--- config.mk ---
export PLATFORM = sky130hd
export DESIGN_NAME = vram_fetch_arbiter
export DESIGN_NICKNAME = d
export VERILOG_FILES = /design/src/rtl/ppu_pkg.sv /design/src/rtl/read_tag_pipe.sv /design/src/rtl/vram_fetch_arbiter.sv
export SDC_FILE = /design/constraint.sdc
export NUM_CORES = 1
export LEC_CHECK = 0
export ABC_AREA = 1
export BUFFER_PORTS_ARGS = -buffer_cell sky130_fd_sc_hd__buf_4
export CAP_MARGIN = 20
export CORE_MARGIN = 2
export CORE_UTILIZATION = 40
export DETAILED_ROUTE_END_ITERATION = 6
export GPL_TIMING_DRIVEN = 0
export PLACE_DENSITY = 0.7
export SKIP_CTS_REPAIR_TIMING = 1
export SLEW_MARGIN = 20
export SYNTH_ARGS = -nofsm -noshare
export SYNTH_HDL_FRONTEND = slang
export SYNTH_SLANG_ARGS = --single-unit
export TNS_END_PERCENT = 5
--- constraint.sdc ---
create_clock -name clk_in -period 3.2 [get_ports clk_in]
set_input_delay 0.96 -clock clk_in [delete_from_list [all_inputs] [get_ports clk_in]]
set_output_delay 0.96 -clock clk_in [all_outputs]
set_load 0.05 [all_outputs]
--- src/rtl/ppu_pkg.sv ---
// Shared types for the VRAM read-port arbiter: owner encoding and the read tag
// that travels alongside each BRAM access until its data returns.
package ppu_pkg;

  typedef enum logic [1:0] {
    NONE = 2'd0,
    BG   = 2'd1,
    SPR  = 2'd2,
    CPU  = 2'd3
  } vram_owner_t;

  typedef struct packed {
    logic        valid;
    vram_owner_t owner;
    logic        in_range;
  } read_tag_t;

  localparam logic [1:0]  PPU_MODE_DRAW = 2'd3;
  localparam logic [15:0] VRAM_SIZE     = 16'h2000;

endpackage

--- src/rtl/read_tag_pipe.sv ---
// Delay line of read tags matched to the BRAM read latency; the head stage lines
// up with the cycle the BRAM data is valid.
module read_tag_pipe
  import ppu_pkg::*;
#(
  parameter int STAGES = 2
) (
  input  logic      clk_in,
  input  logic      rst_in,
  input  read_tag_t tag_in,
  output read_tag_t head_out,
  output logic      empty_out
);

  read_tag_t stage_q [STAGES];

  always_ff @(posedge clk_in) begin
    if (rst_in) begin
      for (int i = 0; i < STAGES; i++) stage_q[i] <= '0;
    end else begin
      stage_q[0] <= tag_in;
      for (int i = 1; i < STAGES; i++) stage_q[i] <= stage_q[i-1];
    end
  end

  always_comb begin
    empty_out = 1'b1;
    for (int i = 0; i < STAGES; i++) begin
      if (stage_q[i].valid) empty_out = 1'b0;
    end
  end

  assign head_out = stage_q[STAGES-1];

endmodule

--- src/rtl/vram_fetch_arbiter.sv ---
// Shares the single VRAM read port between BG fetcher, sprite fetcher and CPU,
// enforcing PPU-only access while drawing and CPU-only access otherwise.
//   state | meaning
//   NONE  | port idle, owner picked on next tclk
//   BG    | background fetcher owns the port for a tile fetch
//   SPR   | sprite fetcher owns the port
//   CPU   | CPU bus owns the port (outside Drawing)
module vram_fetch_arbiter
  import ppu_pkg::*;
#(
  parameter int          RD_LATENCY = 2,
  parameter logic [15:0] VRAM_BASE  = 16'h8000
) (
  input  logic        clk_in,
  input  logic        rst_in,
  input  logic        tclk_in,
  input  logic [1:0]  ppu_mode_in,
  input  logic        bg_hold_in,
  input  logic        bg_req_in,
  input  logic [15:0] bg_addr_in,
  input  logic        spr_hold_in,
  input  logic        spr_req_in,
  input  logic [15:0] spr_addr_in,
  input  logic        cpu_req_in,
  input  logic [15:0] cpu_addr_in,
  output logic        mem_free_out,
  output logic        bg_grant_out,
  output logic        spr_grant_out,
  output logic        cpu_grant_out,
  output logic [12:0] vram_addr_out,
  output logic        vram_rd_out,
  input  logic [7:0]  vram_data_in,
  output logic [7:0]  rd_data_out,
  output logic        bg_valid_out,
  output logic        spr_valid_out,
  output logic        cpu_valid_out
);

  vram_owner_t owner_q, owner_d, none_next;
  read_tag_t   issue_q, issue_tag, head;
  logic        vram_rd_q;
  logic [12:0] vram_addr_q;
  logic        pipe_empty, in_flight, mode_draw, can_leave;
  logic        issue_hit, issue_allowed, issue_in_range;
  vram_owner_t issue_owner;
  logic [15:0] issue_addr, issue_offset;

  assign mode_draw = (ppu_mode_in == PPU_MODE_DRAW);
  // issue_q is the tag of the read on the BRAM port right now; it counts as in flight
  assign in_flight = issue_q.valid || !pipe_empty;

  // Owner request first; otherwise a single blocked requester gets an 0xFF reply.
  always_comb begin
    issue_hit     = 1'b0;
    issue_owner   = NONE;
    issue_addr    = '0;
    issue_allowed = 1'b0;
    if (tclk_in) begin
      if (owner_q == BG && bg_req_in) begin
        issue_hit = 1'b1; issue_owner = BG; issue_addr = bg_addr_in; issue_allowed = mode_draw;
      end else if (owner_q == SPR && spr_req_in) begin
        issue_hit = 1'b1; issue_owner = SPR; issue_addr = spr_addr_in; issue_allowed = mode_draw;
      end else if (owner_q == CPU && cpu_req_in) begin
        issue_hit = 1'b1; issue_owner = CPU; issue_addr = cpu_addr_in; issue_allowed = !mode_draw;
      end else if (cpu_req_in && mode_draw) begin
        issue_hit = 1'b1; issue_owner = CPU; issue_addr = cpu_addr_in;
      end else if (spr_req_in && !mode_draw) begin
        issue_hit = 1'b1; issue_owner = SPR; issue_addr = spr_addr_in;
      end else if (bg_req_in && !mode_draw) begin
        issue_hit = 1'b1; issue_owner = BG; issue_addr = bg_addr_in;
      end
    end
  end

  assign issue_offset   = issue_addr - VRAM_BASE;
  assign issue_in_range = issue_allowed && (issue_offset < VRAM_SIZE);

  always_comb begin
    issue_tag          = '0;
    issue_tag.valid    = issue_hit;
    issue_tag.owner    = issue_owner;
    issue_tag.in_range = issue_in_range;
  end

  always_comb begin
    none_next = NONE;
    if (mode_draw) begin
      if (spr_hold_in)     none_next = SPR;
      else if (bg_hold_in) none_next = BG;
    end else if (cpu_req_in) begin
      none_next = CPU;
    end
  end

  // Hand-off only once every read of the current owner has returned.
  assign can_leave = !in_flight && !issue_hit;

  always_comb begin
    owner_d = owner_q;
    unique case (owner_q)
      NONE: owner_d = none_next;
      BG:   if ((!bg_hold_in || !mode_draw) && can_leave) owner_d = none_next;
      SPR:  if ((!spr_hold_in || !mode_draw) && can_leave) owner_d = none_next;
      CPU:  if ((!cpu_req_in || mode_draw) && can_leave) owner_d = none_next;
      default: owner_d = NONE;
    endcase
  end

  always_ff @(posedge clk_in) begin
    if (rst_in) begin
      owner_q     <= NONE;
      issue_q     <= '0;
      vram_rd_q   <= 1'b0;
      vram_addr_q <= '0;
    end else begin
      issue_q   <= issue_tag;
      vram_rd_q <= issue_hit && issue_in_range;
      if (issue_hit && issue_in_range) vram_addr_q <= issue_offset[12:0];
      if (tclk_in) owner_q <= owner_d;
    end
  end

  read_tag_pipe #(.STAGES(RD_LATENCY)) u_tag_pipe (
    .clk_in    (clk_in),
    .rst_in    (rst_in),
    .tag_in    (issue_q),
    .head_out  (head),
    .empty_out (pipe_empty)
  );

  assign vram_rd_out   = vram_rd_q;
  assign vram_addr_out = vram_addr_q;
  assign bg_grant_out  = (owner_q == BG);
  assign spr_grant_out = (owner_q == SPR);
  assign cpu_grant_out = (owner_q == CPU);
  assign mem_free_out  = !bg_hold_in && !in_flight;

  assign rd_data_out   = (head.valid && head.in_range) ? vram_data_in : 8'hFF;
  assign bg_valid_out  = head.valid && (head.owner == BG);
  assign spr_valid_out = head.valid && (head.owner == SPR);
  assign cpu_valid_out = head.valid && (head.owner == CPU);

endmodule
=== After elaboration in Yosys (flattened, before gate mapping) ===
Memory sizes are Yosys's and may differ from the RTL's.
Cells that the tools add are included.
Widths: inputs -> output; s select.

* Bits in registers: 20
* Memory bits (writable): 8
* Bits of input ports: 66
* Output and inout bits: 29
* Logic and storage cells: 95
* Memories: 1

{| class="wikitable"
|+ Memory list
! name !! words !! width !! read ports !! clocked after memory_dff !! write ports !! RTL line !! source
|-
| u_tag_pipe.stage_q || 2 || 4 || 2 || 0 || 2 || read_tag_pipe.sv:15 || <nowiki>read_tag_t stage_q [STAGES];</nowiki>
|}

* $add $sub $neg: 1
* Magnitude comparators: 1
* Eq/ne operators: 10
* Mux-type cells: 40
* Bitwise operators: 3
* Reduce and logical (&&, ||, !) cells: 32

{| class="wikitable"
|+ Operators by type and width
! operator !! count
|-
| $mux 16 || 7
|-
| $mux 2 || 10
|-
| $mux 1 || 19
|-
| $logic_and 1x1->1 || 17
|-
| $lt 16x14->1 const B || 1
|-
| $sub 16x16->16 const B || 1
|-
| $eq 2x2->1 const B || 5
|-
| $mux 4 || 2
|-
| $mux 8 || 1
|-
| $pmux 2 s4 || 1
|-
| $logic_not 1->1 || 7
|-
| $ne 2x1->1 const B || 3
|-
| $eq 2x1->1 const B || 2
|-
| $logic_or 1x1->1 || 4
|-
| $reduce_and 4->1 || 1
|-
| $reduce_or 3->1 || 1
|-
| $logic_not 2->1 || 1
|-
| $or 1x1->1 || 2
|-
| $reduce_or 2->1 || 1
|-
| $not 1->1 || 1
|}

=== Logic depth before layout (Yosys ltp) ===
Gate-level depths: netlist (run 1).

* Depth in word-level cells: 15
* Depth in mapped cells: 14
* Gate-level depth less buffers: 13

=== By module ===
Synthesis (run 1) repeated with hierarchy kept, for this count alone.

* Cells, all modules: 336
* Area, all modules: 1,996.9 sq um

{| class="wikitable"
|+ Modules (own cells, without submodules)
! module !! instances !! cells an instance !! area each (sq um) !! sequential area each (sq um)
|-
| vram_fetch_arbiter || 1 || 306 || 1,731.7 || 400.4
|-
| read_tag_pipe || 1 || 30 || 265.3 || 160.2
|}

=== Worst setup path before layout (run 1) ===
No wires, ideal clock.

* Kind: input to output
* Start point: input bg_hold_in
* End point: output mem_free_out
* Arrival: 2,409 ps
* Data required time: 2,240 ps
* Path slack: -169 ps
* Stages on the path: 1
* Buffers on the path: 0
* Cells stage by stage: nor4_1

* Cells in the longest elaborated chain, start to end: 2

{| class="wikitable"
|+ RTL lines
! what !! RTL line !! source
|-
| from (decl) || vram_fetch_arbiter.sv:18 || <nowiki>input logic bg_hold_in,</nowiki>
|-
| $logic_not 1->1 || vram_fetch_arbiter.sv:136 || <nowiki>assign mem_free_out = !bg_hold_in && !in_flight;</nowiki>
|-
| $logic_and 1x1->1 || vram_fetch_arbiter.sv:136 ||
|-
| to (decl) || vram_fetch_arbiter.sv:26 || <nowiki>output logic mem_free_out,</nowiki>
|}

Every way passes these cells.

=== Worst setup path in the final report (run 1) ===
* Start point: input vram_data_in[5]
* End point: output rd_data_out[5]

* Cells in the longest elaborated chain, start to end: 1

{| class="wikitable"
|+ RTL lines
! what !! RTL line !! source
|-
| from (decl) || vram_fetch_arbiter.sv:32 || <nowiki>input logic [7:0] vram_data_in,</nowiki>
|-
| $mux 8 || vram_fetch_arbiter.sv:138 || <nowiki>assign rd_data_out = (head.valid && head.in_range) ? vram_data_in : 8'hFF;</nowiki>
|-
| to (decl) || vram_fetch_arbiter.sv:33 || <nowiki>output logic [7:0] rd_data_out,</nowiki>
|}

Every way passes these cells.

==> results of run 1 <==
-- Yosys cell counts (all sizes together) --
cell,number,area (um^2)
a211oi,1,7.51
a21oi,29,171
a22oi,13,97.6
buf,11,76.3
clkbuf,3,11.3
dfxtp,28,561
inv,28,105
nand2,70,275
nand3,23,120
nand4,1,6.26
nor2,67,262
nor3,6,35.0
nor3b,1,7.51
nor4,1,6.26
o211ai,1,12.5
o21a,13,97.6
o21ai,2,13.8
or2,9,56.3
-- worst max-delay path, cell delays in order --
cell	delay, ps
sky130_fd_sc_hd__buf_4	100
sky130_fd_sc_hd__or2_2	290
sky130_fd_sc_hd__buf_4	190
-- area by class of cell --
cell class	instances	area, um^2
fillers	475	1920
multi-input cells	237	1170
repair buffers	94	706
flip-flops and latches	28	561
inverters	28	105
plain buffers	14	87.6
well taps	54	67.6
clock buffers	3	41.3
clock inverters	1	30.0
-- layer usage --
metal  vias up  track usage [%]  wire (um)
met5         -                0          0
met4         0             3.64         31
met3         4             1.51        325
met2        81             31.6       2330
met1       979             28.5       2560
li1       1192                -          -
-- through the flow --
stage	instances	power (W)	util [%]	cell area [um^2]
4_1_cts	459	0.00101	59.1	2770
2_1_floorplan	307	0.000614	-	1930
5_1_grt	459	0.00107	59.1	2770
6_report	459	0.00101	59.1	2770
3_3_place_gp	455	0.000738	57.6	2700
3_5_place_dp	455	0.000742	57.6	2700
-- kinds of logic after synthesis --
| kind of cell | Yosys count | synth area share (%) |
|---|---|---|
| flip-flops | 28 | 29.2 |
| AO/OA/AOI/OAI | 59 | 20.8 |
| AND/OR/NAND/NOR | 178 | 40.0 |
| buffers and inverters | 42 | 10.0 |
-- where the power goes --
group | total [W] | switching (W) | internal [W]
Sequential | 0.000375 | 0.0000118 | 0.000363
Combinational | 0.000361 | 0.000205 | 0.000156
Clock | 0.000270 | 0.000103 | 0.000167
Total | 0.00101 | 0.000320 | 0.000686
-- layout by cell type (no fill, tap or decap) --
| cell | Yosys | final |
|---|---|---|
| sky130_fd_sc_hd__nand3_2 | 1 | 1 |
| sky130_fd_sc_hd__o211ai_2 | 1 | 1 |
| sky130_fd_sc_hd__inv_1 | 24 | 24 |
| sky130_fd_sc_hd__buf_4 | 2 | 96 |
| sky130_fd_sc_hd__buf_2 | 4 | 4 |
| sky130_fd_sc_hd__nand3_1 | 22 | 22 |
| sky130_fd_sc_hd__nor3b_1 | 1 | 1 |
| sky130_fd_sc_hd__o21ai_0 | 1 | 1 |
| sky130_fd_sc_hd__dfxtp_1 | 28 | 28 |
| sky130_fd_sc_hd__buf_1 | 2 | 2 |
| sky130_fd_sc_hd__nand2_4 | 1 | 1 |
| sky130_fd_sc_hd__o21a_1 | 13 | 13 |
| sky130_fd_sc_hd__or2_2 | 8 | 8 |
| sky130_fd_sc_hd__a22oi_1 | 13 | 13 |
| sky130_fd_sc_hd__nand2_1 | 67 | 67 |
| sky130_fd_sc_hd__or2_1 | 1 | 1 |
| sky130_fd_sc_hd__nor4_2 | 0 | 1 |
| sky130_fd_sc_hd__nor2_1 | 65 | 65 |
| sky130_fd_sc_hd__a21oi_1 | 22 | 22 |
| sky130_fd_sc_hd__nor2_2 | 1 | 1 |
| sky130_fd_sc_hd__nand4_1 | 1 | 1 |
| sky130_fd_sc_hd__bufinv_16 | 0 | 1 |
| sky130_fd_sc_hd__inv_2 | 4 | 4 |
| sky130_fd_sc_hd__o21ai_2 | 1 | 1 |
| sky130_fd_sc_hd__buf_6 | 3 | 3 |
| sky130_fd_sc_hd__a211oi_1 | 1 | 1 |
| sky130_fd_sc_hd__nor3_2 | 1 | 1 |
| sky130_fd_sc_hd__a21oi_2 | 7 | 7 |
| sky130_fd_sc_hd__clkbuf_8 | 0 | 3 |
| sky130_fd_sc_hd__nor3_1 | 5 | 5 |
| sky130_fd_sc_hd__nand2_2 | 2 | 2 |
| sky130_fd_sc_hd__nor2_4 | 1 | 1 |
| sky130_fd_sc_hd__clkbuf_1 | 3 | 3 |
-- state kept, by name, indices dropped and copies added (netlist names) --
register / flops
issue_q: 4
owner_q: 2
u_tag_pipe.stage_q: 8
vram_addr_out: 13
vram_rd_out: 1
-- how the worst min path moves through the flow --
stage	start	endpoint	cells after the start
final	u_tag_pipe.stage_q[0][1]$_SDFF_PP0_	u_tag_pipe.stage_q[0][5]$_SDFF_PP0_	2
after floorplan	issue_q[0]$_SDFF_PP0_	u_tag_pipe.stage_q[0][0]$_SDFF_PP0_	2
after CTS	u_tag_pipe.stage_q[0][1]$_SDFF_PP0_	u_tag_pipe.stage_q[0][5]$_SDFF_PP0_	2
after global routing	issue_q[0]$_SDFF_PP0_	u_tag_pipe.stage_q[0][0]$_SDFF_PP0_	2
after detailed placement	u_tag_pipe.stage_q[0][0]$_SDFF_PP0_	u_tag_pipe.stage_q[0][4]$_SDFF_PP0_	2
after global placement	u_tag_pipe.stage_q[0][0]$_SDFF_PP0_	u_tag_pipe.stage_q[0][4]$_SDFF_PP0_	2
==> out/summary.txt, run 1 <==
DRT
------------------------------------------------------------------------------------------------------
Number of detailed-route iterations in the first pass                                                4
Residual DRC count                                                                                   0
Wirelength per Cell                                                                            11.4 um
Via count normalized by instance count                                                            4.92
Routed wire length                                                                             5250 um
First DRT Iteration DRCs                                                                           108
Antenna violation net count after detailed routing                                                   0
Count of vias placed by the detailed router                                                       2256

DIE
------------------------------------------------------------------------------------------------------
Number of core rows                                                                                 25
X dimension of the die                                                                         73.3 um
I/O pin total                                                                                       95
Core Region                                                                                  4690 um^2
Die Outline Area                                                                             5380 um^2
Starting density of the core                                                                     41.0%
Vertical extent of the die                                                                     73.3 um

WORST SETUP PATH
------------------------------------------------------------------------------------------------------
Critical R2R Launch                                                                       owner_q[0]$_SDFFE_PP0P_
Kind of capture point of the worst setup path                                               output pin
Highest net fanout along the worst path                                                              1
Timing endpoint of the critical path                                                      rd_data_out[5]
Number of cells on the worst reg-to-reg path                                                         9
Worst reg2reg path endpoint                                                               vram_addr_out[4]$_SDFFE_PP0P_
Flop-to-flop setup slack                                                                       1280 ps
Req. time, crit path                                                                           2240 ps
Crit Path Category                                                                           in -> out
Startpoint type of the worst setup path                                                   primary input
Setup crit start                                                                          vram_data_in[5]
Arrival @ worst endpoint                                                                       1550 ps

PLACEMENT
------------------------------------------------------------------------------------------------------
Total of buffers placed on input and output ports                                                   94
Routability cong.                                                                                0.838
Post-place setup slack                                                                          662 ps
Post-detailed-placement half-perimeter wirelength                                              4230 um

GLOBAL ROUTE
------------------------------------------------------------------------------------------------------
Wire length of the first global-routing pass                                                   8510 um
Number of antenna violations at the first check in global routing                                    0
Congestion Overflow GR                                                                               0
Maximum number of pins on one net before global-route repair                                        17
Global router's overall resource usage                                                           19.5%
Vias in the first global route                                                                    1977

CLOCKING
------------------------------------------------------------------------------------------------------
Clock insertion delay at the later pin of the skew report                                       270 ps
Number of buffers on the longest clock path                                                          2
H-Tree Level Count                                                                                   1
Clock transition at the register clock pins on the worst setup and hold paths after CTS          90 ps
Clock sink count                                                                                    28
Number of buffers inserted during clock tree synthesis                                               3
TritonCTS clock tree                                                                              done
Buffer type at the clock tree root                                                        sky130_fd_sc_hd__clkbuf_8

LOGIC SYNTHESIS
------------------------------------------------------------------------------------------------------
Syn Std Cell Area                                                                            1920 um^2
Sequential element share of the synthesized area                                                 29.2%
Cell variety after synth                                                                            31
Synthesized instance count                                                                         307
Average footprint of a synthesized cell                                                      6.26 um^2
Synth Net Count                                                                                    373
#FFs+latches synth                                                                                  28
Count of warnings emitted by yosys                                                                   0

TIMING
------------------------------------------------------------------------------------------------------
Number of failing hold endpoints at the final stage                                                  0
Count of endpoints failing setup in the final report                                                 0
Transition time of the tightest slew-check pin                                                  551 ps
Final worst slack                                                                               693 ps
Final min period                                                                               2510 ps
Fmax                                                                                         0.399 GHz
Skew final                                                                                     1.96 ps
Final worst hold slack                                                                          407 ps
Worst relative slew slack                                                                        63.1%
Unrepaired setup endpoints after global routing                                                  false
Number of pins exceeding their max-slew limit in the final report                                    0
Setup total negative slack                                                                        0 ps
Portion of the clock cycle consumed by the worst path in the final layout                        78.3%

FINAL LAYOUT
------------------------------------------------------------------------------------------------------
Ratio of cells with drive above 1 in the final layout                                            33.6%
Fin nets                                                                                           472
Area growth from synthesis to final layout                                                       44.3%
Number of antenna diodes                                                                             0

HOLD PATH
------------------------------------------------------------------------------------------------------
Kind of path behind the tightest hold check                                                 reg -> reg

JOB
------------------------------------------------------------------------------------------------------
Max Cap Violations                                                                                   0

POWER
------------------------------------------------------------------------------------------------------
Maximum ir drop on the vdd rail                                                                 178 uV
Power density cells                                                                        363 nW/um^2
Leakage Power                                                                                  1.35 nW

STATUS
------------------------------------------------------------------------------------------------------
Outcome                                                                                   finished, final reports clean

Note: power is estimated with default switching activity, not from simulation.
==> run 2: changes to the inputs <==
- ABC_AREA: 1 -> 0
- PLACE_DENSITY: 0.7 -> 0.72
- clock period: 3.2 -> 2.4 ns (I/O delays scaled with it)
==> run 2 against run 1 <==
  * Worst setup slack worse by 630 ps
  * Power increased by 22%
  * Combinational power up 4%
  * Highest routed layer unchanged
==> out/summary.txt, run 2 <==
CLOCKING
------------------------------------------------------------------------------------------------------
Buffer type at the clock tree root                                                        sky130_fd_sc_hd__clkbuf_8
Clock transition at the register clock pins on the worst setup and hold paths after CTS          90 ps
H-Tree Level Count                                                                                   1
TritonCTS clock tree                                                                              done
Number of buffers on the longest clock path                                                          2
Clock insertion delay at the later pin of the skew report                                       270 ps
Number of buffers inserted during clock tree synthesis                                               3
Clock sink count                                                                                    28

TIMING
------------------------------------------------------------------------------------------------------
Setup total negative slack                                                                        0 ps
Final worst slack                                                                              59.4 ps
Final min period                                                                               2340 ps
Fmax                                                                                         0.427 GHz
Count of endpoints failing setup in the final report                                                 0
Skew final                                                                                     3.83 ps
Transition time of the tightest slew-check pin                                                  650 ps
Number of failing hold endpoints at the final stage                                                  0
Number of pins exceeding their max-slew limit in the final report                                    0
Portion of the clock cycle consumed by the worst path in the final layout                        97.5%
Worst relative slew slack                                                                        56.6%

FINAL LAYOUT
------------------------------------------------------------------------------------------------------
Max FFs per register                                                                                13
Area growth from synthesis to final layout                                                       49.4%
Ratio of cells with drive above 1 in the final layout                                            43.6%
Number of antenna diodes                                                                             0
Commonest non-fill, non-tap cells in the layout                                           sky130_fd_sc_hd__buf_4, sky130_fd_sc_hd__dfxtp_1, sky130_fd_sc_hd__nor2_1, sky130_fd_sc_hd__nand2_1, sky130_fd_sc_hd__a221oi_1
Util after Layout                                                                                61.4%
Most common cell after layout, fill and taps aside                                        sky130_fd_sc_hd__buf_4
# fillers                                                                                          445
Fin nets                                                                                           370

DIE
------------------------------------------------------------------------------------------------------
Number of core rows                                                                                 24
Die Outline Area                                                                             4990 um^2
Core Region                                                                                  4320 um^2
X dimension of the die                                                                         70.7 um
Starting density of the core                                                                     41.1%
I/O pin total                                                                                       95
Vertical extent of the die                                                                     70.7 um

LOGIC SYNTHESIS
------------------------------------------------------------------------------------------------------
Top cells by area in the synthesized netlist                                              sky130_fd_sc_hd__dfxtp_1, sky130_fd_sc_hd__a221oi_1, sky130_fd_sc_hd__o221ai_1
#FFs+latches synth                                                                                  28
Count of flip-flops with a built-in enable after synthesis                                           0
Largest area contributor in the synthesized netlist                                       sky130_fd_sc_hd__dfxtp_1
Most frequently used cell type in the post-synthesis netlist                              sky130_fd_sc_hd__dfxtp_1
Ranking of synthesized cells by instance count                                            sky130_fd_sc_hd__dfxtp_1, sky130_fd_sc_hd__nor2_1, sky130_fd_sc_hd__nand2_1
Average footprint of a synthesized cell                                                      8.67 um^2
Synthesized instance count                                                                         205
Count of warnings emitted by yosys                                                                   0
Leading register cell type out of synthesis                                               sky130_fd_sc_hd__dfxtp_1
Proportion of synthesized flip-flops having asynchronous set or reset                               0%
Sequential element share of the synthesized area                                                 31.5%
Syn Std Cell Area                                                                            1780 um^2
Cell variety after synth                                                                            43
Synth Net Count                                                                                    271
Share of the synthesized area in the top cell type                                               31.5%

POWER
------------------------------------------------------------------------------------------------------
Maximum ir drop on the vdd rail                                                                 238 uV
Power density cells                                                                        463 nW/um^2
Power share of the sequential group                                                              39.6%
Switching power                                                                             0.000348 W
Switch share                                                                                     28.2%
Leakage Power                                                                                  1.19 nW
Fraction of power consumed by combinational cells                                                30.6%
Clock group share of total power                                                                 29.8%
Internal cell power                                                                         0.000883 W

DRT
------------------------------------------------------------------------------------------------------
Wire length on met3                                                                             471 um
Via count normalized by instance count                                                            5.59
Metal1 wirelength                                                                              2220 um
Antenna violation net count after detailed routing                                                   0
Residual DRC count                                                                                   0
Met2 routed wirelength                                                                         2490 um
Routed wire length                                                                             5220 um
Highest metal layer with signal wires                                                             met4
Wirelength per Cell                                                                            14.7 um
First DRT Iteration DRCs                                                                            71
Number of detailed-route iterations in the first pass                                                4
Count of vias placed by the detailed router                                                       1983

PLACEMENT
------------------------------------------------------------------------------------------------------
Total of buffers placed on input and output ports                                                   93
Post-detailed-placement half-perimeter wirelength                                              3940 um
Post-place setup slack                                                                         -392 ps
Routability cong.                                                                                0.832

WORST SETUP PATH
------------------------------------------------------------------------------------------------------
Number of cells on the worst reg-to-reg path                                                         9
Arrival @ worst endpoint                                                                       2540 ps
Crit Path Category                                                                           in -> reg
Req. time, crit path                                                                           2600 ps
Startpoint type of the worst setup path                                                   primary input
Setup crit start                                                                            cpu_req_in
Kind of capture point of the worst setup path                                                flip-flop
Highest net fanout along the worst path                                                             10
Critical R2R Launch                                                                       owner_q[0]$_SDFFE_PP0P_

GLOBAL ROUTE
------------------------------------------------------------------------------------------------------
Congestion Overflow GR                                                                               0
Wire length of the first global-routing pass                                                   8310 um
Maximum number of pins on one net before global-route repair                                        17
Global router's overall resource usage                                                           20.4%
Number of antenna violations at the first check in global routing                                    0
Vias in the first global route                                                                    1759

HOLD PATH
------------------------------------------------------------------------------------------------------
Kind of path behind the tightest hold check                                                 reg -> reg
Origin of the worst min-delay path                                                        u_tag_pipe.stage_q[0][2]$_SDFF_PP0_
Hold Path Cell Cnt                                                                                   1

STATUS
------------------------------------------------------------------------------------------------------
Outcome                                                                                   finished, final reports clean

JOB
------------------------------------------------------------------------------------------------------
Max Cap Violations                                                                                   0

run 2: logic make-up after synthesis:
| group | count (synthesis) | share of synthesized area [%] |
|---|---|---|
| simple gates | 87 | 28.3 |
| compound gates | 67 | 32.6 |
| buf+inv | 21 | 6.19 |
| mux | 2 | 1.41 |
| flops | 28 | 31.5 |
run 2: metrics by stage:
stage / power, W / hold WS [ps] / std cells / area [um^2]
2_1_floorplan: 0.000720 / 414 / 205 / 1790
3_3_place_gp: 0.000867 / 416 / 350 / 2560
3_5_place_dp: 0.000869 / 423 / 350 / 2560
4_1_cts: 0.00123 / 445 / 354 / 2630
5_1_grt: 0.00129 / 460 / 355 / 2660
6_report: 0.00123 / 440 / 355 / 2660
run 2: cell type report:
type	count	area, um^2	area share, %
multi-input cells	156	1120	42.3
repair buffers	94	718	27.0
flip-flops and latches	28	561	21.1
plain buffers	17	101	3.82
well taps	52	65.1	2.45
clock buffers	3	41.3	1.55
clock inverters	1	30.0	1.13
inverters	4	15.0	0.565
run 2: final timing paths:
kind / end / slack, ps
setup / recovery: vram_addr_out[12]$_SDFFE_PP0P_ / 60
hold / removal: u_tag_pipe.stage_q[0][6]$_SDFF_PP0_ / 440
setup reg to reg: vram_addr_out[12]$_SDFFE_PP0P_ / 100
hold reg to reg: u_tag_pipe.stage_q[0][6]$_SDFF_PP0_ / 440
run 2: power groups by stage:
stage	clock network [W]	logic, W	registers (W)
floorplan	0	0.000201	0.000519
global placement	0	0.000369	0.000498
detailed placement	0	0.000370	0.000499
CTS	0.000370	0.000372	0.000488
global route	0.000394	0.000405	0.000490
finish	0.000367	0.000376	0.000488
run 2: worst max-delay path, stage by stage:
cell                       delay, ps
sky130_fd_sc_hd__buf_4           140
sky130_fd_sc_hd__mux2_4          260
sky130_fd_sc_hd__a21o_1          280
sky130_fd_sc_hd__o2111a_1        310
sky130_fd_sc_hd__a211oi_4        260
sky130_fd_sc_hd__buf_12          170
sky130_fd_sc_hd__buf_6           140
sky130_fd_sc_hd__nor2_1           60
sky130_fd_sc_hd__a211oi_2        180
run 2: routing by layer:
metal / vias up / global-route usage (%)
li1: 980 / -
met1: 914 / 26.2
met2: 84 / 33.8
met3: 5 / 5.70
met4: 0 / 5.66
met5: - / 0
==> run 3: changes to the inputs <==
- PLACE_DENSITY: 0.72 -> 0.69
- SYNTH_HIERARCHICAL: unset -> 1
==> run 3 against run 2 <==
  * Die area up 3.7%
  * Non-clock buffer count decreased by 1
  * Area after synthesis up 3.9%
  * Flip-flop and latch count did not move
  * Via count increased by 7.5%
  * Register-to-register slack improved by 40 ps
  * Maximum frequency about the same
  * Critical path type unchanged
  * Critical endpoint is now vram_addr_out[8]$_SDFFE_PP0P_
==> out/summary.txt, run 3 <==
TIMING
------------------------------------------------------------------------------------------------------
Transition time of the tightest slew-check pin                                                  615 ps
Count of endpoints failing setup in the final report                                                 0
Unrepaired setup endpoints after global routing                                                   true
Final worst slack                                                                              59.1 ps
Worst relative slew slack                                                                        58.6%
Fmax                                                                                         0.427 GHz
Skew final                                                                                     2.68 ps
Number of failing hold endpoints at the final stage                                                  0
Setup total negative slack                                                                        0 ps
Number of pins exceeding their max-slew limit in the final report                                    0
Portion of the clock cycle consumed by the worst path in the final layout                        97.5%
Final min period                                                                               2340 ps
Final worst hold slack                                                                          446 ps

POWER
------------------------------------------------------------------------------------------------------
Power share of the sequential group                                                              39.4%
Final Power                                                                                  0.00124 W
Leakage Power                                                                                  1.28 nW
Clock group share of total power                                                                 30.3%
Fraction of power consumed by combinational cells                                                30.3%
Internal cell power                                                                         0.000876 W
Switching power                                                                             0.000359 W
Power density cells                                                                        459 nW/um^2
Maximum ir drop on the vdd rail                                                                 261 uV
Switch share                                                                                     29.1%

DIE
------------------------------------------------------------------------------------------------------
X dimension of the die                                                                         72.0 um
Number of core rows                                                                                 24
Core Region                                                                                  4410 um^2
Die Outline Area                                                                             5180 um^2
I/O pin total                                                                                       95
Starting density of the core                                                                     41.9%
Vertical extent of the die                                                                     72.0 um

PLACEMENT
------------------------------------------------------------------------------------------------------
Placed insts                                                                                       378
Post-place setup slack                                                                         -231 ps
Total of buffers placed on input and output ports                                                   93
Routability cong.                                                                                0.891
Post-detailed-placement half-perimeter wirelength                                              4320 um

GLOBAL ROUTE
------------------------------------------------------------------------------------------------------
Congestion Overflow GR                                                                               0
Global router's overall resource usage                                                           21.7%
Vias in the first global route                                                                    2027
Maximum number of pins on one net before global-route repair                                        17
Wire length of the first global-routing pass                                                   9090 um
Number of antenna violations at the first check in global routing                                    0

DRT
------------------------------------------------------------------------------------------------------
Wirelength per Cell                                                                            14.6 um
First DRT Iteration DRCs                                                                           117
Antenna violation net count after detailed routing                                                   0
Residual DRC count                                                                                   0
Via count normalized by instance count                                                            5.58
Count of vias placed by the detailed router                                                       2132
Routed wire length                                                                             5600 um
Number of detailed-route iterations in the first pass                                                5

CLOCKING
------------------------------------------------------------------------------------------------------
Clock transition at the register clock pins on the worst setup and hold paths after CTS         100 ps
Number of buffers inserted during clock tree synthesis                                               3
H-Tree Level Count                                                                                   1
Clock sink count                                                                                    28
Number of buffers on the longest clock path                                                          2
Clock insertion delay at the later pin of the skew report                                       270 ps
TritonCTS clock tree                                                                              done
Buffer type at the clock tree root                                                        sky130_fd_sc_hd__clkbuf_8

JOB
------------------------------------------------------------------------------------------------------
Max Cap Violations                                                                                   0

WORST SETUP PATH
------------------------------------------------------------------------------------------------------
Arrival @ worst endpoint                                                                       2510 ps
Highest net fanout along the worst path                                                             10
Startpoint type of the worst setup path                                                   primary input
Crit Path Category                                                                           in -> reg
Req. time, crit path                                                                           2570 ps
Kind of capture point of the worst setup path                                                flip-flop

LOGIC SYNTHESIS
------------------------------------------------------------------------------------------------------
Proportion of synthesized flip-flops having asynchronous set or reset                               0%
Average footprint of a synthesized cell                                                      7.93 um^2
Leading register cell type out of synthesis                                               sky130_fd_sc_hd__dfxtp_1
#FFs+latches synth                                                                                  28
Synth Net Count                                                                                    299
Count of warnings emitted by yosys                                                                   6
Syn Std Cell Area                                                                            1850 um^2
Top cells by area in the synthesized netlist                                              sky130_fd_sc_hd__dfxtp_1, sky130_fd_sc_hd__mux2i_1, sky130_fd_sc_hd__nand2_1
Largest area contributor in the synthesized netlist                                       sky130_fd_sc_hd__dfxtp_1
Synthesized instance count                                                                         233
Cell variety after synth                                                                            44
Count of flip-flops with a built-in enable after synthesis                                           0
Sequential element share of the synthesized area                                                 30.3%
Ranking of synthesized cells by instance count                                            sky130_fd_sc_hd__dfxtp_1, sky130_fd_sc_hd__nand2_1, sky130_fd_sc_hd__nor2_1
Share of the synthesized area in the top cell type                                               30.3%

FINAL LAYOUT
------------------------------------------------------------------------------------------------------
Most common cell after layout, fill and taps aside                                        sky130_fd_sc_hd__buf_4
Max FFs per register                                                                                13
Area growth from synthesis to final layout                                                       45.6%
Commonest non-fill, non-tap cells in the layout                                           sky130_fd_sc_hd__buf_4, sky130_fd_sc_hd__nand2_1, sky130_fd_sc_hd__dfxtp_1, sky130_fd_sc_hd__nor2_1, sky130_fd_sc_hd__mux2i_1
Fin nets                                                                                           397
Number of antenna diodes                                                                             0
Final cell count without fillers                                                                   382
# fillers                                                                                          424
Ratio of cells with drive above 1 in the final layout                                            37.0%

STATUS
------------------------------------------------------------------------------------------------------
Outcome                                                                                   finished, final reports clean

HOLD PATH
------------------------------------------------------------------------------------------------------
Kind of path behind the tightest hold check                                                 reg -> reg

run 3: final cells by class:
class	count	area, um^2	area share, %
plain buffers	17	106	3.95
multi-input cells	178	1150	42.8
flip-flops and latches	28	561	20.8
clock buffers	3	41.3	1.53
clock inverters	1	30.0	1.12
repair buffers	93	698	25.9
well taps	52	65.1	2.42
inverters	10	37.5	1.39
run 3: critical path: stages:
cell and delay, ps:
sky130_fd_sc_hd__buf_4 140, sky130_fd_sc_hd__mux2_4 300, sky130_fd_sc_hd__a22o_4 290, sky130_fd_sc_hd__a311o_1 320
sky130_fd_sc_hd__a221o_1 320, sky130_fd_sc_hd__buf_6 160, sky130_fd_sc_hd__buf_12 150, sky130_fd_sc_hd__mux2i_1 110
run 3: logic make-up after synthesis:
| logic type | synth area share (%) |
|---|---|
| simple gates | 27.4 |
| compound gates | 26.7 |
| flops | 30.3 |
| buf+inv | 7.72 |
| mux | 7.85 |
run 3: power by group through the flow:
stage | clock (W) | sequential (W) | combinational, W
6_report | 0.000374 | 0.000486 | 0.000374
5_1_grt | 0.000393 | 0.000488 | 0.000406
4_1_cts | 0.000380 | 0.000486 | 0.000372
3_5_place_dp | 0 | 0.000497 | 0.000371
3_3_place_gp | 0 | 0.000497 | 0.000369
2_1_floorplan | 0 | 0.000508 | 0.000205
run 3: stage by stage:
step / instance area, um^2 / utilization, %
final: 2690 / 61.0
after global placement: 2610 / 59.2
after detailed placement: 2610 / 59.2
after CTS: 2690 / 60.8
after global routing: 2690 / 61.0
after floorplan: 1850 / -
run 3: path summary, 6_finish.rpt:
check	cells past startpoint	slack, ps	startpoint	end
setup / recovery	8	60	spr_req_in	vram_addr_out[8]$_SDFFE_PP0P_
hold / removal	1	450	u_tag_pipe/stage_q[0][2]$_SDFF_PP0_	u_tag_pipe/stage_q[0][6]$_SDFF_PP0_
setup reg to reg	7	140	owner_q[0]$_SDFFE_PP0P_	vram_addr_out[8]$_SDFFE_PP0P_
hold reg to reg	1	450	u_tag_pipe/stage_q[0][2]$_SDFF_PP0_	u_tag_pipe/stage_q[0][6]$_SDFF_PP0_
run 3: routing by layer:
| metal | vias up | share of wire [%] | wire length, um | global-route usage, % |
|---|---|---|---|---|
| li1 | 1045 | - | - | - |
| met1 | 979 | 43 | 2410 | 27.0 |
| met2 | 98 | 47 | 2640 | 39.2 |
| met3 | 10 | 8.3 | 463 | 3.06 |
| met4 | 0 | 1.4 | 79 | 5.45 |
| met5 | - | 0 | 0 | 0 |
